===== config.mk =====
export PLATFORM = sky130hd
export DESIGN_NAME = imm_gen_pipe
export DESIGN_NICKNAME = d
export VERILOG_FILES = /design/src/rtl/imm_gen_pkg.sv /design/src/rtl/imm_decode.sv /design/src/rtl/imm_gen_pipe.sv
export SDC_FILE = /design/constraint.sdc
export NUM_CORES = 1
export LEC_CHECK = 0
export ABC_AREA = 1
export CORE_UTILIZATION = 50
export CTS_CLUSTER_SIZE = 28
export DETAILED_ROUTE_END_ITERATION = 12
export MAX_ROUTING_LAYER = met4
export PLACE_DENSITY_LB_ADDON = 0.25
export SYNTH_ARGS = -nofsm -noshare
export SYNTH_HDL_FRONTEND = slang
export SYNTH_HIERARCHICAL = 1
export SYNTH_SLANG_ARGS = --single-unit
export TNS_END_PERCENT = 50

===== constraint.sdc =====
create_clock -name clk -period 1.6 [get_ports clk]
set_input_delay 0.32 -clock clk [delete_from_list [all_inputs] [get_ports clk]]
set_output_delay 0.32 -clock clk [all_outputs]
set_load 0.005 [all_outputs]

===== src/rtl/imm_gen_pkg.sv =====
// imm_gen_pkg
//   Shared definitions for the pipelined immediate generator:
//     INSTR_W   - instruction word width (always 32, also for RV64)
//     imm_sel_e - 3-bit immediate format select
package imm_gen_pkg;

  localparam int INSTR_W = 32;

  typedef enum logic [2:0] {
    IMM_I    = 3'b000,
    IMM_S    = 3'b001,
    IMM_B    = 3'b010,
    IMM_U    = 3'b011,
    IMM_J    = 3'b100,
    IMM_ZERO = 3'b101,
    IMM_ZIMM = 3'b110,
    IMM_ILL  = 3'b111
  } imm_sel_e;

endpackage


===== src/rtl/imm_decode.sv =====
// imm_decode
//   Purely combinational immediate decoder. Builds the 32-bit immediate for
//   the selected format and sign-extends it to XLEN.
//   Optional feature macro: IMM_GEN_ZIMM_EN (sel 110 -> zero-extended CSR
//   zimm instr[19:15]); without it sel 110 is reported as illegal.
// Ports:
//   instr  in   32    instruction word
//   sel    in   3     immediate format select (imm_sel_e encoding)
//   imm    out  XLEN  extended immediate
//   err    out  1     illegal select
module imm_decode
  import imm_gen_pkg::*;
#(
  parameter int XLEN = 32
) (
  input  logic [INSTR_W-1:0] instr,
  input  logic [2:0]         sel,
  output logic [XLEN-1:0]    imm,
  output logic               err
);

  // Immediate at 32 bits, already sign-extended within the word; widening to
  // XLEN is then a plain signed cast (zimm has bit 31 clear, so it stays
  // zero-extended).
  logic [INSTR_W-1:0] raw;

  // The opcode field never contributes to any immediate.
  logic unused_opcode;
  assign unused_opcode = ^instr[6:0];

  always_comb begin
    raw = '0;
    err = 1'b0;
    case (imm_sel_e'(sel))
      IMM_I:    raw = {{20{instr[31]}}, instr[31:20]};
      IMM_S:    raw = {{20{instr[31]}}, instr[31:25], instr[11:7]};
      IMM_B:    raw = {{19{instr[31]}}, instr[31], instr[7], instr[30:25],
                       instr[11:8], 1'b0};
      IMM_U:    raw = {instr[31:12], 12'b0};
      IMM_J:    raw = {{11{instr[31]}}, instr[31], instr[19:12], instr[20],
                       instr[30:21], 1'b0};
      IMM_ZERO: raw = '0;
`ifdef IMM_GEN_ZIMM_EN
      IMM_ZIMM: raw = {27'b0, instr[19:15]};
`else
      IMM_ZIMM: err = 1'b1;
`endif
      default:  err = 1'b1;
    endcase
  end

  assign imm = XLEN'($signed(raw));

endmodule


===== src/rtl/imm_gen_pipe.sv =====
// imm_gen_pipe
//   Pipelined immediate generator: decodes the immediate on the input side
//   and holds results in an output register (main) backed by one skid entry,
//   giving full throughput under backpressure with a registered in_ready.
//   Optional feature macro: IMM_GEN_ZIMM_EN (see imm_decode).
// Ports:
//   clk        in   1      clock, rising edge
//   rst_n      in   1      asynchronous active-low reset
//   in_valid   in   1      upstream has an instruction
//   in_ready   out  1      block can accept this cycle
//   in_instr   in   32     instruction word
//   in_sel     in   3      immediate format select
//   in_tag     in   TAG_W  pass-through tag
//   out_valid  out  1      result available
//   out_ready  in   1      downstream accepts
//   out_imm    out  XLEN   extended immediate
//   out_tag    out  TAG_W  tag of out_imm
//   out_err    out  1      illegal select for this result
module imm_gen_pipe
  import imm_gen_pkg::*;
#(
  parameter int XLEN  = 32,
  parameter int TAG_W = 4
) (
  input  logic               clk,
  input  logic               rst_n,
  input  logic               in_valid,
  output logic               in_ready,
  input  logic [INSTR_W-1:0] in_instr,
  input  logic [2:0]         in_sel,
  input  logic [TAG_W-1:0]   in_tag,
  output logic               out_valid,
  input  logic               out_ready,
  output logic [XLEN-1:0]    out_imm,
  output logic [TAG_W-1:0]   out_tag,
  output logic               out_err
);

  logic [XLEN-1:0] dec_imm;
  logic            dec_err;

  imm_decode #(.XLEN(XLEN)) u_decode (
    .instr (in_instr),
    .sel   (in_sel),
    .imm   (dec_imm),
    .err   (dec_err)
  );

  logic             main_valid_reg, main_valid_next;
  logic [XLEN-1:0]  main_imm_reg,   main_imm_next;
  logic [TAG_W-1:0] main_tag_reg,   main_tag_next;
  logic             main_err_reg,   main_err_next;
  logic             skid_valid_reg, skid_valid_next;
  logic [XLEN-1:0]  skid_imm_reg,   skid_imm_next;
  logic [TAG_W-1:0] skid_tag_reg,   skid_tag_next;
  logic             skid_err_reg,   skid_err_next;

  logic accept;
  logic drain;

  // in_ready comes straight from a flop, so it never depends on out_ready.
  assign in_ready  = !skid_valid_reg;
  assign accept    = in_valid && in_ready;
  assign drain     = main_valid_reg && out_ready;

  assign out_valid = main_valid_reg;
  assign out_imm   = main_imm_reg;
  assign out_tag   = main_tag_reg;
  assign out_err   = main_err_reg;

  always_comb begin
    main_valid_next = main_valid_reg;
    main_imm_next   = main_imm_reg;
    main_tag_next   = main_tag_reg;
    main_err_next   = main_err_reg;
    skid_valid_next = skid_valid_reg;
    skid_imm_next   = skid_imm_reg;
    skid_tag_next   = skid_tag_reg;
    skid_err_next   = skid_err_reg;

    if (drain) begin
      if (skid_valid_reg) begin
        // Older skid entry moves up; no accept is possible this cycle
        // because in_ready is low while skid is occupied.
        main_imm_next   = skid_imm_reg;
        main_tag_next   = skid_tag_reg;
        main_err_next   = skid_err_reg;
        skid_valid_next = 1'b0;
      end else if (accept) begin
        // Drain and refill in the same cycle keeps out_valid high.
        main_imm_next   = dec_imm;
        main_tag_next   = in_tag;
        main_err_next   = dec_err;
      end else begin
        main_valid_next = 1'b0;
      end
    end else if (accept) begin
      if (!main_valid_reg) begin
        main_valid_next = 1'b1;
        main_imm_next   = dec_imm;
        main_tag_next   = in_tag;
        main_err_next   = dec_err;
      end else begin
        // Main is stalled: park the new result behind it.
        skid_valid_next = 1'b1;
        skid_imm_next   = dec_imm;
        skid_tag_next   = in_tag;
        skid_err_next   = dec_err;
      end
    end
  end

  always_ff @(posedge clk or negedge rst_n) begin
    if (!rst_n) begin
      main_valid_reg <= 1'b0;
      main_imm_reg   <= '0;
      main_tag_reg   <= '0;
      main_err_reg   <= 1'b0;
      skid_valid_reg <= 1'b0;
      skid_imm_reg   <= '0;
      skid_tag_reg   <= '0;
      skid_err_reg   <= 1'b0;
    end else begin
      main_valid_reg <= main_valid_next;
      main_imm_reg   <= main_imm_next;
      main_tag_reg   <= main_tag_next;
      main_err_reg   <= main_err_next;
      skid_valid_reg <= skid_valid_next;
      skid_imm_reg   <= skid_imm_next;
      skid_tag_reg   <= skid_tag_next;
      skid_err_reg   <= skid_err_next;
    end
  end

endmodule

Word level (Yosys, flattened, before mapping)
Cells that the tools add are included.
{"block": "totals", "out_inout_bits": 39, "regBits": 76, "elab_cells": 53}
{"block": "op_classes", "n_mux": 24, "bitwise_logic": 1, "n_eq_ne": 8, "n_reduce_logical": 12}
{"cell": "2-to-1 mux 32 bit", "n": 5}
{"cell": "one-hot mux 32 bit (5 select lines)", "n": 1}
{"cell": "2-to-1 mux 4 bit", "n": 5}
{"cell": "2-to-1 mux 1 bit", "n": 13}
{"cell": "AND reduction 3 bit", "n": 3}
{"cell": "equality test 3 x 2 -> 1 bit (second input constant)", "n": 2}
{"cell": "equality test 3 bit (second input constant)", "n": 2}
{"cell": "nonzero test 2 bit", "n": 3}
{"cell": "OR reduction 6 bit", "n": 1}
{"cell": "inequality test 2 bit (second input constant)", "n": 2}
{"cell": "equality test 3 x 1 -> 1 bit (second input constant)", "n": 1}
{"cell": "zero test 3 bit", "n": 1}
{"cell": "logical AND 1 bit", "n": 2}
{"cell": "inequality test 2 x 1 -> 1 bit (second input constant)", "n": 1}
{"cell": "AND reduction 2 bit", "n": 1}
{"cell": "zero test 1 bit", "n": 1}
{"cell": "NOT 1 bit", "n": 1}

Logic depth before layout (Yosys ltp)
{"block": "logic_depth", "word_depth": 6, "ltp_mapped": 10, "depth_no_buf": 9}

Hierarchy
The synthesis kept the hierarchy.
{"mod": "imm_gen_pipe", "area_each_um2": 3478.3, "instances": 1, "cells_per_inst": 453, "seq_area_each_um2": 1901.8}
{"mod": "imm_decode", "area_each_um2": 549.3, "instances": 1, "cells_per_inst": 105, "seq_area_each_um2": 0.0}

Worst setup path before layout
Ideal clock, no wire load.
{"block": "synth_path", "path_kind": "flip-flop to flip-flop", "from": "reg skid_valid_reg", "to": "reg main_err_reg, in the netlist out_err", "t_arrival_ps": 1383, "path_stages_with_launch": 10, "path_buffers": 1, "required_ps": 1535, "synth_period_minus_slack_ps": 1448, "setup_slack_ps": 152, "path_cell_list": "dfrtp_1 > nor2_1 > inv_1 > ha_1 > inv_1 > nand2_1 > nor2_4 > buf_4 > nand3_1 > nand2_1"}
{"block": "synth_between", "elab_chain_len": 4, "word_cells_on_any_way": 7}
{"item": "start: declaration", "line": "imm_gen_pipe.sv:53", "rtl": "logic skid_valid_reg, skid_valid_next;"}
{"item": "start signal: assignment", "line": "imm_gen_pipe.sv:128", "rtl": "skid_valid_reg <= skid_valid_next;"}
{"item": "zero test 1 bit", "line": "imm_gen_pipe.sv:62", "rtl": "assign in_ready = !skid_valid_reg;"}
{"item": "logical AND 1 bit", "line": "imm_gen_pipe.sv:63", "rtl": "assign accept = in_valid && in_ready;"}
{"item": "nonzero test 2 bit (no source line)"}
{"item": "AND reduction 3 bit (no source line)"}
{"item": "end signal: assignment", "line": "imm_gen_pipe.sv:127", "rtl": "main_err_reg <= main_err_next;"}
{"item": "end: declaration", "line": "imm_gen_pipe.sv:52", "rtl": "logic main_err_reg, main_err_next;"}
Parallel ways exist; a longest one is shown, timed or not.
A chain may end at the register's enable or synchronous reset.

Final worst setup path
{"block": "layout_path", "from": "reg main_imm_reg[24], in the netlist out_imm[24]", "to": "out out_imm[24]"}
{"item": "start: declaration", "line": "imm_gen_pipe.sv:50", "rtl": "logic [XLEN-1:0] main_imm_reg, main_imm_next;"}
{"item": "start signal: assignment", "line": "imm_gen_pipe.sv:125", "rtl": "main_imm_reg <= main_imm_next;"}
{"item": "end: declaration", "line": "imm_gen_pipe.sv:34", "rtl": "output logic [XLEN-1:0] out_imm,"}
No word-level cell between the ends.

==> impl_metrics.json <==
{
  "status": "completed",
  "dr_total_vias": 3878,
  "final_antenna_net_count": 0,
  "drt_iter0_markers": 364,
  "period_share": 0.983,
  "period_needed_ns": 1.57,
  "grt_pass1_vias": 3509,
  "start_util": 0.519,
  "synth_most_common_cell": "nand2_1",
  "gp_congestion": 0.894,
  "finalClockSkew_ns": 0.00412,
  "cp_slowest_cell": "clkdlybuf4s50_1",
  "path_buf_inv": 1,
  "yosysSeqAreaShare": 0.472,
  "nets": 701,
  "detailedPlacementHpwl_mm": 6.96,
  "yosys.area_share.simple": 0.348,
  "synthTopCellsByCount": "nand2_1 (223), inv_1 (83), dfrtp_1 (76)",
  "fmax_mhz": 636,
  "synth_area_leaders": "dfrtp_1 (47%), nand2_1 (21%), nand3_1 (9.2%)",
  "synth_ff_type": "dfrtp_1",
  "min_path_type": "input port to async pin",
  "synth_nets": 602,
  "synth_edf_count": 0,
  "portBuffers": 74,
  "nFillCells": 626,
  "clkTransAtPathRegs_ns": 0.08,
  "synth_top_area_frac": 0.472,
  "tightest_slew_ns": 0.408,
  "num_rows": 32,
  "cts.sinks": 76,
  "power_density_nw_per_um2": 1470,
  "drc": 0,
  "rsz0062_at_grt": "yes",
  "finalSetupViolations": 0,
  "startpoint": "out_imm[24]",
  "hold_viol": 0,
  "dp_slack_ns": -0.388,
  "dieArea_um2": 8420,
  "drive_above_1_share": 0.127,
  "synth_cell_types": 22,
  "vias_per_cell": 5.08,
  "setup_ws_ns": 0.0272,
  "cts_made_buffers": 9,
  "first_pass_iters": 6,
  "regArea_um2": 1900,
  "antenna_found_initial": 0,
  "multiInputGateArea_um2": 1670,
  "cts_root_buf": "clkbuf_8",
  "syn_inst": 558,
  "max_cap_violations": 0,
  "endpoint_kind": "output port",
  "synth_adder_area_share": 0.00311,
  "yosys.area.top_type": "dfrtp_1",
  "critPathLaunchType": "register",
  "synth_compound_area_frac": 0.0497,
  "synth_top_family_by_area": "simple AND/OR/NAND/NOR gates",
  "grt_max_degree": 75,
  "slew_violations": 0,
  "routedWlPerCell_um": 13.6,
  "synth.avg_cell_area_um2": 7.22,
  "fin_tns_setup_ns": 0,
  "cpPeakStageDelay_ns": 0.52,
  "worstPathCellList": "clkdlybuf4s50_1",
  "required_ns": 1.28,
  "cts_tree": "built",
  "die_y_um": 91.8,
  "critPathMaxFanout": 2,
  "yosys_warnings": 6,
  "routed_wl_mm": 10.4,
  "ir_drop_mv": 0.670,
  "synth_mux_area_frac": 0,
  "grt_overflow_total": 0,
  "synth-xor-area-share": 0,
  "insertion_delay_ns": 0.34,
  "critPathKind": "register to output port",
  "coreArea_um2": 7770,
  "area_growth_pct": 35.9,
  "arrival_ns": 1.25,
  "htree_levels": 3,
  "critPathTopFamily": "buffers and inverters",
  "syn_area_um2": 4030,
  "p_leak_nw": 2.84,
  "die_x_um": 91.8,
  "worstReg2RegStart": "skid_valid_reg",
  "clockBufferDepth": 2,
  "ys_async_sr_fraction": 1.00,
  "grt_pass1_wl_mm": 16.6,
  "grt_usage": 0.256,
  "ys_ff_latch": 76,
  "ios": 82,
  "antenna_cells": 0,
  "relSlewSlack": 0.728
}
area by class of cell:
cell class	count	area share
Clock buffer	9	0.0226
Clock inverter	7	0.00800
Inverter	87	0.0597
Multi-Input combinational cell	366	0.305
Sequential cell	76	0.348
Tap cell	102	0.0233
Timing Repair Buffer	117	0.234
per-stage QoR:
stage                     instances  area, um^2  power, mW   util  hold slack (ns)
after floorplan                 558        4030       4.86      -           0.0244
after global placement          739        5110       6.35  0.658            0.280
after detailed placement        739        5110       6.48  0.658            0.272
after CTS                       757        5300       7.77  0.682            0.452
after global routing            764        5470       8.67  0.705            0.460
final                           764        5470       8.06  0.705            0.447
power breakdown:
| part | internal (mW) | switching [mW] | leakage (nW) |
|---|---|---|---|
| Clock | 0.553 | 0.712 | 0.0848 |
| Sequential | 2.74 | 0.456 | 0.976 |
| Combinational | 1.84 | 1.76 | 1.78 |
| Total | 5.13 | 2.93 | 2.84 |
cells in the final DEF, fill, tap and decap left out:
cell type | Yosys | final
nand2_1 | 223 | 222
inv_1 | 83 | 82
dfrtp_1 | 76 | 76
clkdlybuf4s50_1 | 0 | 71
nand3_1 | 74 | 65
o21ai_1 | 30 | 30
buf_4 | 7 | 26
buf_12 | 0 | 12
nand4_1 | 10 | 10
nand3_2 | 0 | 9
o21ai_0 | 9 | 9
clkbuf_8 | 0 | 9
nor2_1 | 10 | 8
inv_2 | 4 | 5
nor2_2 | 2 | 4
clkinv_2 | 0 | 4
clkbuf_16 | 0 | 3
nand2_2 | 1 | 2
clkinvlp_4 | 0 | 2
nor2_8 | 2 | 2
nor2_4 | 1 | 1
nor3_1 | 1 | 1
a21oi_1 | 1 | 1
ha_2 | 0 | 1
clkinv_4 | 0 | 1
buf_6 | 2 | 1
dlygate4sd3_1 | 0 | 1
dlymetal6s2s_1 | 0 | 1
dlygate4sd2_1 | 0 | 1
buf_8 | 1 | 1
nand2_8 | 1 | 1
final timing paths:
path                                  end  depth (start not counted)  slack [ns]
setup / recovery              out_imm[24]                          1        0.03
hold / removal             skid_valid_reg                          2        0.45
setup reg to reg              out_imm[17]                         10        0.04
hold reg to reg                out_imm[0]                          2        0.48
max in group asynchronous      out_imm[9]                          3        0.60
min in group clk               out_imm[0]                          2        0.48
kinds of logic (layout without fill, tap and decap cells):
family	after synthesis	in the layout
simple gates	325	325
buf+inv	116	220
compound gates	40	40
flops	76	76
fa+ha+maj	1	1
layer usage:
layer / up-vias / GRT usage / part of all wire
li1: 1911 / - / -
met1: 1798 / 0.351 / 0.44
met2: 154 / 0.390 / 0.48
met3: 15 / 0.0381 / 0.058
met4: 0 / 0.0911 / 0.017
met5: - / - / 0
timing repair:
item / 4_1_cts / 5_1_grt
hold buffers: 1 / 0
resized for setup: 2 / 15
cloned: 0 / 4
endpoints found under the hold margin: 25 / 0
endpoints found under the setup margin: 10 / 37
pin swaps: 0 / 8
setup buffers: 1 / 3
Note: power is estimated with default switching activity, not from simulation.
